==> src/rtl/complex_gates_sweeper_if.sv <==
// Gate-side and control bundle between the sweeper and its environment.
// The master drives start/abort and the gate response; the slave (sweeper) drives operands and results.
interface complex_gates_sweeper_if #(
  parameter int CNT_W = 17
);
  logic             start;
  logic             abort;
  logic             dut_out;
  logic [7:0]       x_o;
  logic [7:0]       y_o;
  logic             busy;
  logic             done;
  logic [CNT_W-1:0] ones_cnt;
  logic [CNT_W-1:0] err_cnt;
  logic [15:0]      first_hit;
  logic             hit_valid;

  modport master (
    output start, abort, dut_out,
    input  x_o, y_o, busy, done, ones_cnt, err_cnt, first_hit, hit_valid
  );

  modport slave (
    input  start, abort, dut_out,
    output x_o, y_o, busy, done, ones_cnt, err_cnt, first_hit, hit_valid
  );
endinterface

==> src/rtl/complex_gates_sweeper.sv <==
// Exhaustive {y,x} sweeper and checker for the 8-bit AND-OR-AND-OR gate; each vector is held SETTLE+1 cycles.
// No backpressure: start is ignored while busy, abort returns to idle at the next edge without sampling.
module complex_gates_sweeper #(
  parameter int SETTLE = 1,
  parameter int CNT_W  = 17
) (
  input  logic                  clk,
  input  logic                  rst_n,
  complex_gates_sweeper_if.slave bus
);

  typedef enum logic [1:0] {
    IDLE = 2'd0,
    HOLD = 2'd1,
    FIN  = 2'd2
  } state_t;

  localparam logic [3:0]       LP_SETTLE  = 4'(SETTLE);
  localparam logic [CNT_W-1:0] LP_CNT_MAX = {CNT_W{1'b1}};

  state_t           r_state;
  logic [15:0]      r_idx;
  logic [3:0]       r_settle;
  logic [7:0]       r_x;
  logic [7:0]       r_y;
  logic             r_busy;
  logic             r_done;
  logic [CNT_W-1:0] r_ones;
  logic [CNT_W-1:0] r_err;
  logic [15:0]      r_first;
  logic             r_hv;

  logic [7:0]       w_t;
  logic             w_exp;
  logic             w_sample;
  logic [15:0]      w_idx_nxt;
  logic [CNT_W-1:0] w_ones_nxt;
  logic [CNT_W-1:0] w_err_nxt;

  // Golden response is taken from the registered operands the gate is actually seeing.
  assign w_t   = r_x & r_y;
  assign w_exp = ((w_t[0] | w_t[1]) & (w_t[2] | w_t[3])) |
                 ((w_t[4] | w_t[5]) & (w_t[6] | w_t[7]));

  assign w_sample  = (r_settle == LP_SETTLE);
  assign w_idx_nxt = r_idx + 16'd1;

  assign w_ones_nxt = (bus.dut_out && (r_ones != LP_CNT_MAX)) ? r_ones + CNT_W'(1) : r_ones;
  assign w_err_nxt  = ((bus.dut_out != w_exp) && (r_err != LP_CNT_MAX)) ? r_err + CNT_W'(1) : r_err;

  always_ff @(posedge clk) begin
    if (!rst_n) begin
      r_state  <= IDLE;
      r_idx    <= 16'd0;
      r_settle <= 4'd0;
      r_x      <= 8'd0;
      r_y      <= 8'd0;
      r_busy   <= 1'b0;
      r_done   <= 1'b0;
      r_ones   <= '0;
      r_err    <= '0;
      r_first  <= 16'd0;
      r_hv     <= 1'b0;
    end else begin
      case (r_state)
        IDLE: begin
          r_done <= 1'b0;
          r_x    <= 8'd0;
          r_y    <= 8'd0;
          if (bus.start) begin
            r_state  <= HOLD;
            r_idx    <= 16'd0;
            r_settle <= 4'd0;
            r_busy   <= 1'b1;
            r_ones   <= '0;
            r_err    <= '0;
            r_first  <= 16'd0;
            r_hv     <= 1'b0;
          end
        end

        HOLD: begin
          if (bus.abort) begin
            r_state <= IDLE;
            r_busy  <= 1'b0;
            r_x     <= 8'd0;
            r_y     <= 8'd0;
          end else if (w_sample) begin
            r_ones <= w_ones_nxt;
            r_err  <= w_err_nxt;
            if (bus.dut_out && !r_hv) begin
              r_first <= r_idx;
              r_hv    <= 1'b1;
            end
            if (r_idx == 16'hFFFF) begin
              r_state <= FIN;
              r_busy  <= 1'b0;
              r_done  <= 1'b1;
              r_x     <= 8'd0;
              r_y     <= 8'd0;
            end else begin
              r_idx    <= w_idx_nxt;
              r_x      <= w_idx_nxt[7:0];
              r_y      <= w_idx_nxt[15:8];
              r_settle <= 4'd0;
            end
          end else begin
            r_settle <= r_settle + 4'd1;
          end
        end

        FIN: begin
          r_done  <= 1'b0;
          r_state <= IDLE;
        end

        default: begin
          r_state <= IDLE;
          r_busy  <= 1'b0;
          r_done  <= 1'b0;
        end
      endcase
    end
  end

  assign bus.x_o       = r_x;
  assign bus.y_o       = r_y;
  assign bus.busy      = r_busy;
  assign bus.done      = r_done;
  assign bus.ones_cnt  = r_ones;
  assign bus.err_cnt   = r_err;
  assign bus.first_hit = r_first;
  assign bus.hit_valid = r_hv;

endmodule
==> src/flat_wrapper.sv <==
// flat-port wrapper written by rule: the top's interface ports become plain ports
module complex_gates_sweeper_flat 
#(
  parameter int SETTLE = 1,
  parameter int CNT_W  = 17
)
  (clk, rst_n, bus_start, bus_abort, bus_dut_out, bus_x_o, bus_y_o, bus_busy, bus_done, bus_ones_cnt, bus_err_cnt, bus_first_hit, bus_hit_valid);
  complex_gates_sweeper_if #(.CNT_W(CNT_W)) bus_i ();
  input  logic clk;
  input  logic rst_n;
  input wire logic [$bits(bus_i.start)-1:0] bus_start;
  input wire logic [$bits(bus_i.abort)-1:0] bus_abort;
  input wire logic [$bits(bus_i.dut_out)-1:0] bus_dut_out;
  output wire logic [$bits(bus_i.x_o)-1:0] bus_x_o;
  output wire logic [$bits(bus_i.y_o)-1:0] bus_y_o;
  output wire logic [$bits(bus_i.busy)-1:0] bus_busy;
  output wire logic [$bits(bus_i.done)-1:0] bus_done;
  output wire logic [$bits(bus_i.ones_cnt)-1:0] bus_ones_cnt;
  output wire logic [$bits(bus_i.err_cnt)-1:0] bus_err_cnt;
  output wire logic [$bits(bus_i.first_hit)-1:0] bus_first_hit;
  output wire logic [$bits(bus_i.hit_valid)-1:0] bus_hit_valid;
  assign bus_i.start = bus_start;
  assign bus_i.abort = bus_abort;
  assign bus_i.dut_out = bus_dut_out;
  assign bus_x_o = bus_i.x_o;
  assign bus_y_o = bus_i.y_o;
  assign bus_busy = bus_i.busy;
  assign bus_done = bus_i.done;
  assign bus_ones_cnt = bus_i.ones_cnt;
  assign bus_err_cnt = bus_i.err_cnt;
  assign bus_first_hit = bus_i.first_hit;
  assign bus_hit_valid = bus_i.hit_valid;
  complex_gates_sweeper #(.SETTLE(SETTLE), .CNT_W(CNT_W)) u_core (.clk(clk), .rst_n(rst_n), .bus(bus_i));
endmodule
==> config.mk <==
export PLATFORM = sky130hd
export DESIGN_NAME = complex_gates_sweeper_flat
export DESIGN_NICKNAME = d
export VERILOG_FILES = /design/src/rtl/complex_gates_sweeper_if.sv /design/src/rtl/complex_gates_sweeper.sv /design/src/flat_wrapper.sv
export SDC_FILE = /design/constraint.sdc
export NUM_CORES = 1
export LEC_CHECK = 0
export CORE_AREA = 2 2 96 98
export CTS_BUF_LIST = sky130_fd_sc_hd__clkbuf_2 sky130_fd_sc_hd__clkbuf_4 sky130_fd_sc_hd__clkbuf_8
export DETAILED_ROUTE_END_ITERATION = 10
export DIE_AREA = 0 0 98 100
export GPL_ROUTABILITY_DRIVEN = 0
export PLACE_DENSITY = 0.81
export SYNTH_ARGS = -nofsm -noshare
export SYNTH_HDL_FRONTEND = slang
export SYNTH_SLANG_ARGS = --single-unit
==> constraint.sdc <==
create_clock -name clk -period 7.58 [get_ports clk]
set_input_delay 1.516 -clock clk [delete_from_list [all_inputs] [get_ports clk]]
set_output_delay 1.516 -clock clk [all_outputs]
set_load 0.005 [all_outputs]
After elaboration in Yosys (flattened, before gate mapping)
Cells that the tools add are included.
{"block": "word_totals", "reg_bits": 91, "latchBits": 0, "ram_bits": 0, "rom_bits": 0, "wordCells": 104, "mem_count": 0}
{"block": "classes", "add_sub_neg": 4, "n_mul": 0, "n_div": 0, "magnitude_cmp": 0, "eq_ne": 17, "shift": 0, "mux": 46, "bitwise_logic": 10, "reduce_logical": 16}
{"operator": "17-bit two-way mux", "count": 7}
{"operator": "16-bit two-way mux", "count": 7}
{"operator": "17-bit case mux with 2 select lines", "count": 2}
{"operator": "16-bit case mux with 2 select lines", "count": 2}
{"operator": "8-bit two-way mux", "count": 6}
{"operator": "17-bit by 1-bit adder with 17-bit output (second input constant)", "count": 2}
{"operator": "17-bit != test (second input constant)", "count": 2}
{"operator": "8-bit case mux with 2 select lines", "count": 2}
{"operator": "5-bit AND reduction", "count": 4}
{"operator": "16-bit by 1-bit adder with 16-bit output (second input constant)", "count": 1}
{"operator": "16-bit == test (second input constant)", "count": 1}
{"operator": "4-bit two-way mux", "count": 4}
{"operator": "8-bit AND", "count": 1}
{"operator": "1-bit two-way mux", "count": 8}
{"operator": "2-bit two-way mux", "count": 4}
{"operator": "2-bit by 1-bit != test with 1-bit output (second input constant)", "count": 4}
{"operator": "4-bit case mux with 2 select lines", "count": 1}
{"operator": "4-bit AND reduction", "count": 2}
{"operator": "2-bit != test (second input constant)", "count": 3}
{"operator": "3-bit by 2-bit != test with 1-bit output (second input constant)", "count": 2}
{"operator": "3-bit AND reduction", "count": 2}
{"operator": "1-bit OR", "count": 5}
{"operator": "4-bit by 1-bit adder with 4-bit output (second input constant)", "count": 1}
{"operator": "4-bit by 1-bit == test with 1-bit output (second input constant)", "count": 1}
{"operator": "other kinds (14)", "count": 19}

Longest topological paths before layout
{"block": "depth", "depth_word": 10, "mapped_depth": 11, "ltp_nobuf": 10}

Worst setup path before layout
Ideal clock, no wire load.
{"block": "synth_timing", "path_type": "input -> register", "start": "input port bus_abort", "end": "register u_core.r_ones[14], in the netlist u_core.bus.ones_cnt[14]", "setup_time_ns": 0.070, "arrival_time_ns": 2.996, "t_required_ns": 7.510, "setup_slack_ns": 4.514, "cell_stages": 6, "path_buffers": 1, "path_cell_list": "nand2b_1 > a21o_1 > or4_1 > clkbuf_2 > or3_1 > a21oi_1"}
{"block": "synth_via", "elab_chain_len": 2}
{"item": "start: declaration", "line_no": "flat_wrapper.sv:12", "source": "input wire logic [$bits(bus_i.abort)-1:0] bus_abort;"}
{"item": "2-bit != test (no line)"}
{"item": "5-bit AND reduction (no line)"}
{"item": "end signal: assignment", "line_no": "complex_gates_sweeper.sv:89", "source": "r_ones <= w_ones_nxt;"}
{"item": "end: declaration", "line_no": "complex_gates_sweeper.sv:28", "source": "logic [CNT_W-1:0] r_ones;"}
No other way between the ends.
A chain may end at the register's enable or synchronous reset.

==> run metrics <==
leakage power=1.74 nW; syn_nets=~500; final-layout fill cell count=between 700 and 800; synth-to-layout area growth=23.2%; Global Route Usage Sum=21.5%; RSZ-0062 raised after global routing=no; hpwl dp=~7500 um; met2 GRT Util=between 30% and 40%; Placed Cells=~650; Cell Count, Final, Fillers Out=662; WHS Path Cells=1; GRT busiest layer=met2; CTS tree=done; M1 GR Usage=roughly 28%; Final Power=between 0.9 and 1 mW; Synth Flop Type=dfxtp_1; Post-CTS Setup Inserts=0; sequential share of power=a little over half; Clock Skews=about 0.014 ns; synth unique cells=59; Initial Utilization=a little under half; DR vias/cell=around 6; crit path kind=input port to register; Clock Pin Slew Worst Setup and Hold Paths=approximately 0.09 ns; dominant cell type by area after synthesis=dfxtp_1; Hold EP=u_core.bus.first_hit[13]; crit path cell chain=clkdlybuf4s50_1, nand2_1, a31oi_1, a22o_1; Switching Share=roughly 25%; Synth Cell Area=approximately 4200 um2; post-synthesis sequential area ratio=between 40% and 50%; FF-to-FF path depth=6; die area=just under 10000 um2; pins over their slew limit=0; post-cts hold buffer count=0; R2R Setup Slk=around 4.4 ns; Routed WL=about 11000 um; Peak VDD IR=approximately 0.000073 V; row count=35; Largest stage delay, worst path=1.13 ns; # port buffers=73; clk_lat worst skew=0.37 ns; type of the worst min-delay path=register to register; Seq cells post-synth=between 90 and 100; TritonRoute pass-1 iters=5; Comb pwr share=a little under 6%; Crit path required time=between 7 and 8 ns; Hold Fails Final Rpt=0; Synth async-reset ratio=0%; layout cells sized above 1=5.99%; first-pass GRT wire length=about 17000 um; reg-to-reg critical path startpoint=u_core.r_idx[0]; largest net degree at the start of global routing=33; clk buf depth=2; post-synthesis cell count=487; initial antenna violation count=0; status=complete, no violations; TritonCTS Sinks=just over 90; Worst Path Arrival=4.50 ns; Root Buffer=clkbuf_8; core area=just under 9000 um2; Max Freq=around 0.24 GHz; Fin Setup TNS=0 ns; wire per inst=~16 um; # setup viols final=0; Die H=100 um; vias=3952; relative slew slack=12.5%; grt total ovfl=0; Max Cap Viol=0; drt first-iter violations=roughly 230; H-tree Lvls=3; Syn Area/Cell=approximately 8.7 um2; Worst-Margin Slew=about 1.3 ns; final net count=558; PD cells=between 150 and 200 nW/um2; synth top area cells=dfxtp_1 43%, nand2_1 5.0%, a21oi_1 4.7%; CP Launch Type=input port; FF-to-FF End=u_core.r_idx[12]; min Tclk post-route=roughly 4.2 ns; post-synth top area share=43.0%; antenna cells=0; P_sw=about 0.23 mW; Post-synth EDFFs=0; hold path startpoint=u_core.bus.first_hit[13]; DRC=0; power share of the clock group=around two fifths; met3 usage=between 4 and 5%; synth warn=0; Setup crit end kind=register; Internal=0.686 mW; post-route ant nets=0; vias in the first global route=~3500; slowest CP cell=a31oi_1; crit share post-route=55.4%; TritonCTS buffer count=9; I/O pin cnt=between 70 and 80; CP Max Fanout=21; Die X=between 90 and 100 um; cts repair resizes=0
## worst max-delay path by stage
stage,startpoint,endpoint,cells after the start
finish,rst_n,u_core.bus.first_hit[10],4
global placement,rst_n,u_core.bus.first_hit[3],4
CTS,rst_n,u_core.bus.first_hit[1],4
global route,rst_n,u_core.bus.first_hit[10],4
floorplan,bus_abort,u_core.bus.ones_cnt[14],6
detailed placement,rst_n,u_core.bus.first_hit[1],4
## stage by stage
stage	worst slack, ns	util [%]	hold slack [ns]	cell area (um2)
finish	3.38	58.7	0.486	5220
global route	3.12	58.7	0.500	5220
CTS	3.40	58.7	0.479	5220
detailed placement	3.04	56.2	0.461	5000
global placement	3.16	56.2	0.465	5000
floorplan	4.51	-	0.452	4240
## cell usage after synthesis, types with 2 or more instances
cell type / count
o221a_2: 4
or3b_1: 2
or3_1: 10
a21oi_1: 40
inv_1: 11
ha_1: 7
or4_1: 8
and3_1: 7
o22ai_1: 2
o21ai_0: 20
a22oi_1: 17
o21a_1: 4
a21boi_0: 3
nand4_1: 10
clkbuf_1: 17
mux2i_1: 3
a22o_1: 16
and2_1: 4
nand2_1: 56
a31oi_1: 13
a31o_2: 2
o211ai_1: 4
and4_1: 3
a32o_1: 2
nor4_1: 6
nor3b_1: 2
a211o_1: 3
a21o_1: 2
clkbuf_2: 2
dfxtp_1: 91
xor2_1: 6
o31ai_1: 2
nor3_1: 11
xnor2_1: 12
nand3_1: 20
a2111oi_0: 2
nand2b_1: 11
nor2_1: 25
a211oi_1: 2
buf_2: 6
## layout by cell type (no fill, tap or decap), types with 6 or more instances in the layout
cell type	n
a21oi_1	40
a22o_1	16
a22oi_1	17
a31oi_1	13
and3_1	7
clkbuf_8	9
clkdlybuf4s50_1	73
dfxtp_1	91
ha_1	7
inv_1	11
nand2_1	56
nand2b_1	11
nand3_1	20
nand4_1	10
nor2_1	25
nor3_1	11
nor4_1	6
o21ai_0	20
or3_1	10
or4_1	8
xnor2_1	12
xor2_1	6
## metal layers
layer | vias up | part of all wire, %
li1 | 1926 | -
met1 | 1876 | 45
met2 | 130 | 48
met3 | 20 | 5.3
met4 | 0 | 1.8
met5 | - | 0
## critical path, delay by kind of cell
| kind | cells | cell delay (ns) |
|---|---|---|
| compound gates | 2 | 1.41 |
| buf+inv | 1 | 0.93 |
| simple gates | 1 | 0.63 |
## logic make-up (layout without fill, tap and decap cells)
logic type	count (synthesis)	in the layout	share of synthesized area, %
xor+xnor	18	18	3.72
simple gates	183	183	22.4
compound gates	146	146	23.9
mux	4	4	0.974
flops	91	91	43.0
buf+inv	38	102	3.87
fa+ha+maj	7	7	2.07
## layout make-up
cell class / instances / area, um2 / area share, %
sequential: 91 / 1820 / 34.9
clock buffer: 9 / 124 / 2.37
timing repair buffer: 75 / 746 / 14.3
tap: 111 / 139 / 2.66
clock inverter: 7 / 98.8 / 1.89
multi-input combinational: 358 / 2250 / 43.1
inverter: 11 / 41.3 / 0.791
## sequential cells by signal, summed over array words and instances (netlist names)
signal	cells
u_core.r_idx	16
u_core.bus.hit_valid	1
u_core.bus.x_o	8
u_core.bus.y_o	8
u_core.bus.err_cnt	17
u_core.r_settle	4
u_core.r_state	2
u_core.bus.done	1
u_core.bus.busy	1
u_core.bus.first_hit	16
u_core.bus.ones_cnt	17
## power by group through the flow
stage	registers [mW]	logic (mW)	clock network [mW]
floorplan	0.495	0.0379	0
global placement	0.496	0.0508	0
detailed placement	0.496	0.0527	0
CTS	0.485	0.0533	0.374
global route	0.485	0.0583	0.397
finish	0.485	0.0538	0.374
(Power assumes the default switching activity.)
